File: config.mk
export PLATFORM = sky130hd
export DESIGN_NAME = hyperbus_target
export DESIGN_NICKNAME = d
export VERILOG_FILES = /design/src/rtl/hyperbus_pkg.sv /design/src/rtl/hyperbus_edge_det.sv /design/src/rtl/hyperbus_target.sv
export SDC_FILE = /design/constraint.sdc
export NUM_CORES = 1
export LEC_CHECK = 0
export CAP_MARGIN = 15
export CORE_MARGIN = 2
export CORE_UTILIZATION = 45
export CTS_BUF_LIST = sky130_fd_sc_hd__clkbuf_16
export CTS_CLUSTER_SIZE = 14
export DETAILED_ROUTE_END_ITERATION = 10
export PLACE_DENSITY = 0.65
export SYNTH_ARGS = -nofsm -noshare
export SYNTH_HDL_FRONTEND = slang
export SYNTH_SLANG_ARGS = --single-unit
export TNS_END_PERCENT = 10
File: constraint.sdc
create_clock -name clk -period 4.05 [get_ports clk]
set_input_delay 0.405 -clock clk [delete_from_list [all_inputs] [get_ports clk]]
set_output_delay 0.405 -clock clk [all_outputs]
set_load 0.1 [all_outputs]
File: src/rtl/hyperbus_pkg.sv
// Shared definitions for the HyperBus target: CA field positions, register map and FSM states.
package hyperbus_pkg;

  localparam int unsigned CA_RW = 47;
  localparam int unsigned CA_AS = 46;
  localparam int unsigned CA_BT = 45;

  localparam logic [31:0] REG_ID0 = 32'h0000_0000;
  localparam logic [31:0] REG_ID1 = 32'h0000_0001;
  localparam logic [31:0] REG_CR0 = 32'h0000_0800;
  localparam logic [31:0] REG_CR1 = 32'h0000_0801;
  localparam logic [15:0] CR1_VALUE = 16'h0002;

  typedef enum logic [2:0] {IDLE, CA, LAT, WDATA, RDATA} state_t;

endpackage

File: src/rtl/hyperbus_edge_det.sv
// Two-flop synchronizer for hbus_clk with rise/fall pulses, flagged one clk after the edge.
module hyperbus_edge_det (
  input  logic clk,
  input  logic rst,
  input  logic hbus_clk,
  output logic rise_c,
  output logic fall_c
);

  logic [1:0] sync_q;

  always_ff @(posedge clk) begin
    if (!rst) sync_q <= 2'b00;
    else      sync_q <= {sync_q[0], hbus_clk};
  end

  assign rise_c = sync_q[0] & ~sync_q[1];
  assign fall_c = ~sync_q[0] & sync_q[1];

endmodule

File: src/rtl/hyperbus_target.sv
// HyperBus x8 responder emulating a HyperRAM on top of a synchronous 16-bit word memory port.
module hyperbus_target
  import hyperbus_pkg::*;
#(
  parameter int unsigned ADDR_WIDTH    = 22,
  parameter int unsigned LATENCY       = 6,
  parameter int unsigned FIXED_LATENCY = 1,
  parameter int unsigned WRAP_WORDS    = 16,
  parameter logic [15:0] ID0           = 16'h0C81,
  parameter logic [15:0] ID1           = 16'h0001,
  parameter logic [15:0] CR0_RESET     = 16'h8F1F
) (
  input  logic                  clk,
  input  logic                  rst,
  input  logic                  hbus_clk,
  input  logic                  hbus_csn,
  input  logic                  hbus_rstn,
  input  logic [7:0]            dq_i,
  output logic [7:0]            dq_o,
  output logic                  dq_oe,
  input  logic                  rwds_i,
  output logic                  rwds_o,
  output logic                  rwds_oe,
  input  logic                  collision_i,
  output logic [ADDR_WIDTH-1:0] mem_adr,
  output logic                  mem_re,
  input  logic [15:0]           mem_rdat,
  output logic                  mem_we,
  output logic [1:0]            mem_be,
  output logic [15:0]           mem_wdat
);

  localparam int unsigned WRAP_BITS = $clog2(WRAP_WORDS);
  localparam int unsigned LAT_W     = 8;
  localparam logic [LAT_W-1:0] LAT_SINGLE = LAT_W'(LATENCY);
  localparam logic [LAT_W-1:0] LAT_DOUBLE = LAT_W'(2 * LATENCY);

  state_t                  state_q, state_d;
  logic [39:0]             ca_q;
  logic [2:0]              ca_cnt_q;
  logic [LAT_W-1:0]        lat_cnt_q;
  logic                    rd_q, reg_q, lin_q, dbl_q, done_q, rd_pend_q, be_hi_q;
  logic [ADDR_WIDTH-1:0]   addr_q;
  logic [7:0]              hi_q;
  logic [15:0]             rd_word_q, cr0_q;

  logic                    rise_c, fall_c;
  logic [47:0]             ca_c;
  logic [31:0]             ca_word_c;
  logic [ADDR_WIDTH-1:0]   start_c;
  logic [LAT_W-1:0]        lat_tgt_c;
  logic                    ca_last_c, lat_last_c, data_rise_c, data_fall_c, reg_wr_c;
  logic                    unused_ca;

  hyperbus_edge_det u_edge_det (
    .clk      (clk),
    .rst      (rst),
    .hbus_clk (hbus_clk),
    .rise_c   (rise_c),
    .fall_c   (fall_c)
  );

  function automatic logic [ADDR_WIDTH-1:0] next_addr(input logic [ADDR_WIDTH-1:0] a,
                                                      input logic lin);
    logic [ADDR_WIDTH-1:0] inc;
    inc = a + ADDR_WIDTH'(1);
    if (lin) return inc;
    return {a[ADDR_WIDTH-1:WRAP_BITS], inc[WRAP_BITS-1:0]};
  endfunction

  function automatic logic [15:0] reg_read(input logic [31:0] wa, input logic [15:0] cr0);
    case (wa)
      REG_ID0: return ID0;
      REG_ID1: return ID1;
      REG_CR0: return cr0;
      REG_CR1: return CR1_VALUE;
      default: return 16'h0000;
    endcase
  endfunction

  // The sixth CA byte is decoded straight off the bus, before it lands in ca_q.
  assign ca_c        = {ca_q, dq_i};
  assign ca_word_c   = {ca_c[44:16], ca_c[2:0]};
  assign start_c     = ADDR_WIDTH'(ca_word_c);
  assign unused_ca   = ^ca_c[15:3];
  assign reg_wr_c    = !ca_c[CA_RW] && ca_c[CA_AS];
  assign lat_tgt_c   = dbl_q ? LAT_DOUBLE : LAT_SINGLE;
  assign ca_last_c   = (state_q == CA) && fall_c && (ca_cnt_q == 3'd5);
  assign lat_last_c  = (state_q == LAT) && rise_c && ((lat_cnt_q + LAT_W'(1)) == lat_tgt_c);
  assign data_rise_c = rise_c && !done_q && ((state_q inside {WDATA, RDATA}) || lat_last_c);
  assign data_fall_c = fall_c && !done_q && (state_q inside {WDATA, RDATA});

  always_ff @(posedge clk) begin
    if (!rst || !hbus_rstn) state_q <= IDLE;
    else                    state_q <= state_d;
  end

  always_comb begin
    state_d = state_q;
    case (state_q)
      IDLE:    if (!hbus_csn) state_d = CA;
      CA:      if (ca_last_c) state_d = reg_wr_c ? WDATA : LAT;
      LAT:     if (lat_last_c) state_d = rd_q ? RDATA : WDATA;
      default: ;
    endcase
    if (hbus_csn) state_d = IDLE;
  end

  always_ff @(posedge clk) begin
    if (!rst || !hbus_rstn) begin
      dq_o      <= '0;
      dq_oe     <= 1'b0;
      rwds_o    <= 1'b0;
      rwds_oe   <= 1'b0;
      mem_re    <= 1'b0;
      mem_we    <= 1'b0;
      mem_be    <= '0;
      mem_adr   <= '0;
      mem_wdat  <= '0;
      ca_q      <= '0;
      ca_cnt_q  <= '0;
      lat_cnt_q <= '0;
      rd_q      <= 1'b0;
      reg_q     <= 1'b0;
      lin_q     <= 1'b0;
      dbl_q     <= 1'b0;
      done_q    <= 1'b0;
      rd_pend_q <= 1'b0;
      be_hi_q   <= 1'b0;
      addr_q    <= '0;
      hi_q      <= '0;
      rd_word_q <= '0;
      cr0_q     <= CR0_RESET;
    end else begin
      mem_re    <= 1'b0;
      mem_we    <= 1'b0;
      rd_pend_q <= mem_re;
      if (rd_pend_q) rd_word_q <= mem_rdat;

      if (hbus_csn || state_q == IDLE) begin
        // Bus released: drop drivers and any partially assembled word.
        dq_o      <= '0;
        dq_oe     <= 1'b0;
        rwds_o    <= 1'b0;
        rwds_oe   <= 1'b0;
        ca_cnt_q  <= '0;
        lat_cnt_q <= '0;
        done_q    <= 1'b0;
        be_hi_q   <= 1'b0;
        hi_q      <= '0;
        dbl_q     <= (FIXED_LATENCY != 0);
      end else begin
        case (state_q)
          CA: begin
            dq_oe   <= 1'b0;
            rwds_oe <= 1'b1;
            rwds_o  <= dbl_q | collision_i;
            dbl_q   <= dbl_q | collision_i;
            if (rise_c || fall_c) begin
              ca_q     <= ca_c[39:0];
              ca_cnt_q <= ca_cnt_q + 3'd1;
            end
            if (ca_last_c) begin
              rd_q   <= ca_c[CA_RW];
              reg_q  <= ca_c[CA_AS];
              lin_q  <= ca_c[CA_BT];
              addr_q <= start_c;
              if (reg_wr_c) rwds_oe <= 1'b0;
              if (ca_c[CA_RW] && ca_c[CA_AS]) rd_word_q <= reg_read(ca_word_c, cr0_q);
              if (ca_c[CA_RW] && !ca_c[CA_AS]) begin
                mem_re  <= 1'b1;
                mem_adr <= start_c;
                addr_q  <= next_addr(start_c, ca_c[CA_BT]);
              end
            end
          end
          LAT: begin
            rwds_oe <= rd_q;
            rwds_o  <= 1'b0;
            if (rise_c) lat_cnt_q <= lat_cnt_q + LAT_W'(1);
          end
          RDATA: begin
            dq_oe   <= 1'b1;
            rwds_oe <= 1'b1;
          end
          WDATA:   rwds_oe <= 1'b0;
          default: ;
        endcase

        if (data_rise_c) begin
          if (rd_q) begin
            dq_oe   <= 1'b1;
            rwds_oe <= 1'b1;
            dq_o    <= rd_word_q[15:8];
            rwds_o  <= 1'b1;
          end else begin
            hi_q    <= dq_i;
            be_hi_q <= ~rwds_i;
          end
        end

        if (data_fall_c) begin
          if (rd_q) begin
            dq_o   <= rd_word_q[7:0];
            rwds_o <= 1'b0;
            if (!reg_q) begin
              mem_re  <= 1'b1;
              mem_adr <= addr_q;
              addr_q  <= next_addr(addr_q, lin_q);
            end
          end else if (reg_q) begin
            // Register writes take a single word; later edges are ignored until deselect.
            if (addr_q == ADDR_WIDTH'(REG_CR0)) cr0_q <= {hi_q, dq_i};
            done_q <= 1'b1;
          end else begin
            mem_we   <= be_hi_q | ~rwds_i;
            mem_be   <= {be_hi_q, ~rwds_i};
            mem_wdat <= {hi_q, dq_i};
            mem_adr  <= addr_q;
            addr_q   <= next_addr(addr_q, lin_q);
          end
        end
      end
    end
  end

endmodule

==> impl_metrics.toml, run 1 <==
[floorplan]
fp.dieH_um = 140
rows = 49
dieArea_um2 = 19700
core_area_um2 = 18100
initial_core_util_pct = 46.3
design.portCount = 84
die-width_um = 140

[setup_path]
required_ns = 4.38
cp-end-kind = "flop"
crit_arrival_ns = 3.05
rr_worst_depth = 6
path_class = "reg -> reg"
worst-path-max-fanout = 34
crit_path_start_kind = "flop"
r2r_setup_slack_ns = 1.33

[cts]
clock_path_buffers = 2
clockRootBuffer = "clkbuf_16"
numCtsBuffers = 17
clkLatencyLatePin_ns = 0.43
cts_sinks = 178
clk_pin_slew_worst_paths_ns = 0.07
cts_resized = 0
htree_num_levels = 4
cts_hold_buf = 0
cts_tree = "built"
cts_setup_buffers = 0

[placement]
post-dp-hpwl_um = 16000
gp_routability_congestion = 0.926
portBuffers = 83

[drt]
avgViaCountPerCell = 5.68
drc = 0
routedWlPerCell_um = 17.8
postRouteAntennaNets = 0
vias = 7430
drt_iter0_drc = 754
drt_wl_total_um = 23300
firstDrtPassIters = 6

[synth]
ys_types = 69
yosys_register_bits = 178
synthCells = 1033
async_flop_share_pct = 0
synthesis.nets = 1074
ys_warn_count = 0
synth_edf_count = 0
synthFlopType = "dfxtp_1"
seq_area_frac_synth_pct = 42.5
avgSynthCellArea_um2 = 8.11
netlist_area_um2 = 8380

[sta]
final-setup-viol-count = 0
grt_setup_unrepaired = "false"
worst_pin_slew_ns = 1.01
fmaxAchievable_ghz = 0.367
fin_skew_ns = 0.00911
hold_viol = 0
final-max-slew-violation-count = 0
post-route-period-util_pct = 67.3
fin_crit_ns = 2.72
fin_setup_tns_ns = 0
slew_headroom_pct = 32.4

[job]
cap_viol_max_count = 0

[layout]
nets = 1108
final_cell_mix = "nand2_1 (203), dfxtp_1 (178), a21oi_1 (105), nor2_1 (96), clkdlybuf4s50_1 (83)"
mostFrequentLayoutCell = "nand2_1"
regArea_um2 = 3560
multi_input_area_um2 = 4410
nFillCells = 1695
area_delta_synth_final_pct = 17.1
diodes = 0
drive_gt1_share_pct = 7.78

[worst_hold_path]
worstHoldPathCells = 2
min_path_type = "reg -> reg"

[pwr]
power_uw = 3480
leakage_uw = 0.00325
peakVddDrop_v = 0.000316
p_per_area_nw_per_um2 = 355

[global_routing]
grt_pass1_wl_um = 37200
antenna_found_initial = 0
track_usage_pct = 23.6
grt_overflow = 0
grt_pass1_vias = 6789
grt_start_max_net_pins = 67

[run_status]
status = "completed"
-- where the power goes --
group          total (uW)  leakage, uW  switching, uW  internal (uW)
combinational         108      0.00155           65.8           42.1
clock                1620     0.000275            754            865
sequential           1750      0.00143           3.22           1750
-- kinds of logic (layout without fill, tap and decap cells) --
| logic type | count (synthesis) | in the layout | share of synthesized area (%) |
|---|---|---|---|
| AOI/OAI and AO/OA | 243 | 243 | 17.8 |
| and+or+nand+nor | 416 | 416 | 22.7 |
| muxes | 57 | 57 | 7.12 |
| xor gates and xnor gates | 33 | 33 | 3.45 |
| adders and majority gates | 10 | 10 | 1.49 |
| buffers and inverters | 96 | 142 | 4.97 |
| DFF | 178 | 178 | 42.5 |
-- worst max-delay path: stages (launching register included) --
cell and delay, ns:
dfxtp_1 0.55, or3b_4 0.45, a21bo_2 0.44, o21a_1 0.42, nand2_2 0.31, nor2_1 0.10
a2111oi_2 0.32
-- layer usage --
layer / GRT usage (%) / wire length, um / vias to the layer above
met2: 35.1 / 10400 / 220
met1: 34.3 / 11000 / 3522
met4: 6.26 / 273 / 0
li1: - / - / 3669
met5: 0 / 0 / -
met3: 5.81 / 1680 / 19
-- layout make-up --
cell class              instances  area share [%]
inverters                      16           0.612
clock inverters                14            1.47
repair buffers                 95            9.38
flip-flops and latches        178            36.3
well taps                     229            2.92
multi-input cells             759            45.0
clock buffers                  17            4.34
-- synthesized netlist by cell type, types with 16 or more instances --
cell type | n | area [um2]
nand2_1 | 204 | 766
dfxtp_1 | 178 | 3560
a21oi_1 | 105 | 526
nor2_1 | 96 | 360
clkbuf_1 | 60 | 225
o21ai_0 | 47 | 235
mux2i_1 | 36 | 360
mux2_2 | 21 | 236
a22oi_1 | 17 | 128
xnor2_1 | 17 | 149
inv_1 | 16 | 60.1
nand3_1 | 16 | 80.1
nand4_1 | 16 | 100
xor2_1 | 16 | 140
-- per-stage QoR --
step	instances	utilization (%)	hold WS [ns]	area (um2)	setup slack, ns
finish	1308	54.3	0.452	9810	1.33
global route	1308	54.3	0.463	9810	1.06
CTS	1308	54.3	0.453	9810	1.35
detailed placement	1277	51.1	0.442	9240	1.15
global placement	1277	51.1	0.438	9240	1.20
floorplan	1033	-	0.432	8380	1.99
-- flip-flops by register name, summed over array words and instances (netlist names), 6 cells and up, named ones only --
| name | flops |
|---|---|
| dq_o | 6 |
| cr0_q | 16 |
| mem_wdat | 16 |
| hi_q | 8 |
| addr_q | 22 |
| mem_adr | 22 |
| lat_cnt_q | 8 |
| rd_word_q | 16 |
| ca_q | 40 |
-- final timing paths --
check        startpoint          to
max          state_q[2]  addr_q[11]
min             ca_q[7]    ca_q[15]
max reg2reg  state_q[2]  addr_q[11]
min reg2reg     ca_q[7]    ca_q[15]
No activity file was read; power rests on OpenSTA's default activity.
==> inputs of run 2 (changes only) <==
--- a/config.mk
+++ b/config.mk
@@ -11,7 +11,7 @@
 export CTS_BUF_LIST = sky130_fd_sc_hd__clkbuf_16
 export CTS_CLUSTER_SIZE = 14
 export DETAILED_ROUTE_END_ITERATION = 10
-export PLACE_DENSITY = 0.65
+export PLACE_DENSITY = 0.68
 export SYNTH_ARGS = -nofsm -noshare
 export SYNTH_HDL_FRONTEND = slang
 export SYNTH_SLANG_ARGS = --single-unit
==> constraint.sdc (replaced) <==
create_clock -name clk -period 2.3 [get_ports clk]
set_input_delay 0.23 -clock clk [delete_from_list [all_inputs] [get_ports clk]]
set_output_delay 0.23 -clock clk [all_outputs]
set_load 0.1 [all_outputs]
==> run 2 against run 1 <==
  * Die area did not move
  * Sequential share of layout area fell by 1.6 points
  * Register-to-register slack got worse by 1.2 ns
  * Via count rose by 5.0%
  * Maximum frequency up 27%
  * Total power up 80%
  * Design area grew 4.8%
  * Clock power rose by 83%
  * Clock skew fell by 0.0015 ns
  * Worst setup slack worse by 1.2 ns
==> impl_metrics.toml, run 2 (synthesis gave the netlist of run 1 again) <==
[run_status]
status = "completed"

[layout]
mostFrequentLayoutCell = "nand2_1"
final_cell_mix = "nand2_1 (203), dfxtp_1 (177), buf_4 (116), a21oi_1 (105), nor2_1 (96)"
nFillCells = 1681
largest-register = "ca_q"
largest_register_ffs = 40
area_delta_synth_final_pct = 22.7
reg_top3 = "ca_q: 40 flops, addr_q: 22 flops, mem_adr: 22 flops"
diodes = 0
nets = 1168
drive_gt1_share_pct = 17.4

[setup_path]
startpoint = "addr_q[1]"
r2r_setup_slack_ns = 0.15
path_class = "reg -> reg"
rr_worst_depth = 7
worst-path-max-fanout = 6
crit_arrival_ns = 2.47
timing.rr.start = "addr_q[1]"
rr_endpoint = "addr_q[12]"
cp-end-kind = "flop"
crit_path_start_kind = "flop"
required_ns = 2.62

[drt]
postRouteAntennaNets = 0
routedWlPerCell_um = 17.9
avgViaCountPerCell = 5.70
drc = 0
drt_wl_total_um = 24500
firstDrtPassIters = 5
drt_iter0_drc = 713
vias = 7804

[floorplan]
fp.dieH_um = 140
design.portCount = 84
initial_core_util_pct = 46.3
die-width_um = 140
dieArea_um2 = 19700
core_area_um2 = 18100
rows = 49

[cts]
cts_hold_buf = 0
htree_num_levels = 4
cts_tree = "built"
clockRootBuffer = "clkbuf_16"
clock_path_buffers = 2
numCtsBuffers = 17
cts_sinks = 178
clkLatencyLatePin_ns = 0.43
cts_setup_buffers = 0
clk_pin_slew_worst_paths_ns = 0.07

[sta]
final-setup-viol-count = 0
fin_setup_tns_ns = 0
final-max-slew-violation-count = 0
grt_setup_unrepaired = "false"
fin_skew_ns = 0.00760
worst_pin_slew_ns = 0.454
setup_ws_ns = 0.148
slew_headroom_pct = 69.5
hold_viol = 0
fmaxAchievable_ghz = 0.465
fin_crit_ns = 2.15
post-route-period-util_pct = 93.5

[pwr]
leakage_uw = 0.00373
p_per_area_nw_per_um2 = 610
peakVddDrop_v = 0.000504

[placement]
portBuffers = 83
post-place-ws_ns = 0.0712
gp_routability_congestion = 0.958
post-dp-hpwl_um = 17400

[worst_hold_path]
min_path_type = "in -> reg"
holdPathEnd = "u_edge_det.sync_q[0]"
holdCritStartpoint = "hbus_clk"
worstHoldPathCells = 2

[global_routing]
grt_start_max_net_pins = 44
antenna_found_initial = 0
grt_pass1_wl_um = 39000
grt_pass1_vias = 6961
track_usage_pct = 24.8
grt_overflow = 0

[job]
cap_viol_max_count = 0
run 2: changes by cell type in the layout (fill, tap and decap cells not counted), moves of 2 or more:
cell	change
clkinvlp_4	-2
buf_12	+9
buf_4	+104
clkdlybuf4s50_1	-53
run 2: worst max-delay path by stage:
stage	end	cells past startpoint	slack, ns
finish	addr_q[12]	7	0.15
global route	addr_q[12]	7	0.008
CTS	hi_q[3]	9	0.11
detailed placement	addr_q[16]	8	0.07
global placement	hi_q[5]	9	0.12
floorplan	cr0_q[2]	7	0.24
run 2: layout make-up:
type                    instances  area (um2)  area share (%)
flip-flops and latches        178        3560            34.7
well taps                     229         287            2.79
repair buffers                155        1350            13.1
multi-input cells             759        4420            43.0
inverters                      16        60.1           0.584
clock inverters                15         173            1.68
clock buffers                  17         425            4.14
run 2: worst max-delay path, stage by stage, from the launching register on:
cell     delay [ns]
dfxtp_1        0.41
ha_1           0.24
and4_1         0.28
and3_1         0.38
nand3_1        0.20
a21oi_1        0.21
nor2b_1        0.07
o31a_1         0.27
run 2: metal layers:
metal	share of wire [%]	global-route usage, %
met5	0	0
met4	1.9	7.11
met3	7.7	4.41
met2	44	37.4
met1	46	36.5
run 2: metrics by stage:
stage          hold WS, ns  power, uW  std cells  cell area (um2)  utilization, %
2_1_floorplan        0.326       3250       1033             8380               -
5_1_grt              0.402       6450       1369            10300            56.9
3_3_place_gp         0.438       3380       1337             9670            53.5
3_5_place_dp         0.445       3380       1337             9670            53.5
4_1_cts              0.379       6310       1369            10300            56.8
6_report             0.387       6270       1369            10300            56.9
run 2: power breakdown:
group / leakage (uW) / internal (uW) / switching (uW) / total [uW]
clock: 0.000298 / 1640 / 1320 / 2960
sequential: 0.00143 / 3080 / 4.03 / 3090
combinational: 0.00200 / 96.1 / 128 / 224
total: 0.00373 / 4820 / 1460 / 6270
run 2: timing repair:
action,in CTS,in global routing
endpoints found under the hold margin,0,0
endpoints found under the setup margin,0,26
resized for setup,0,4
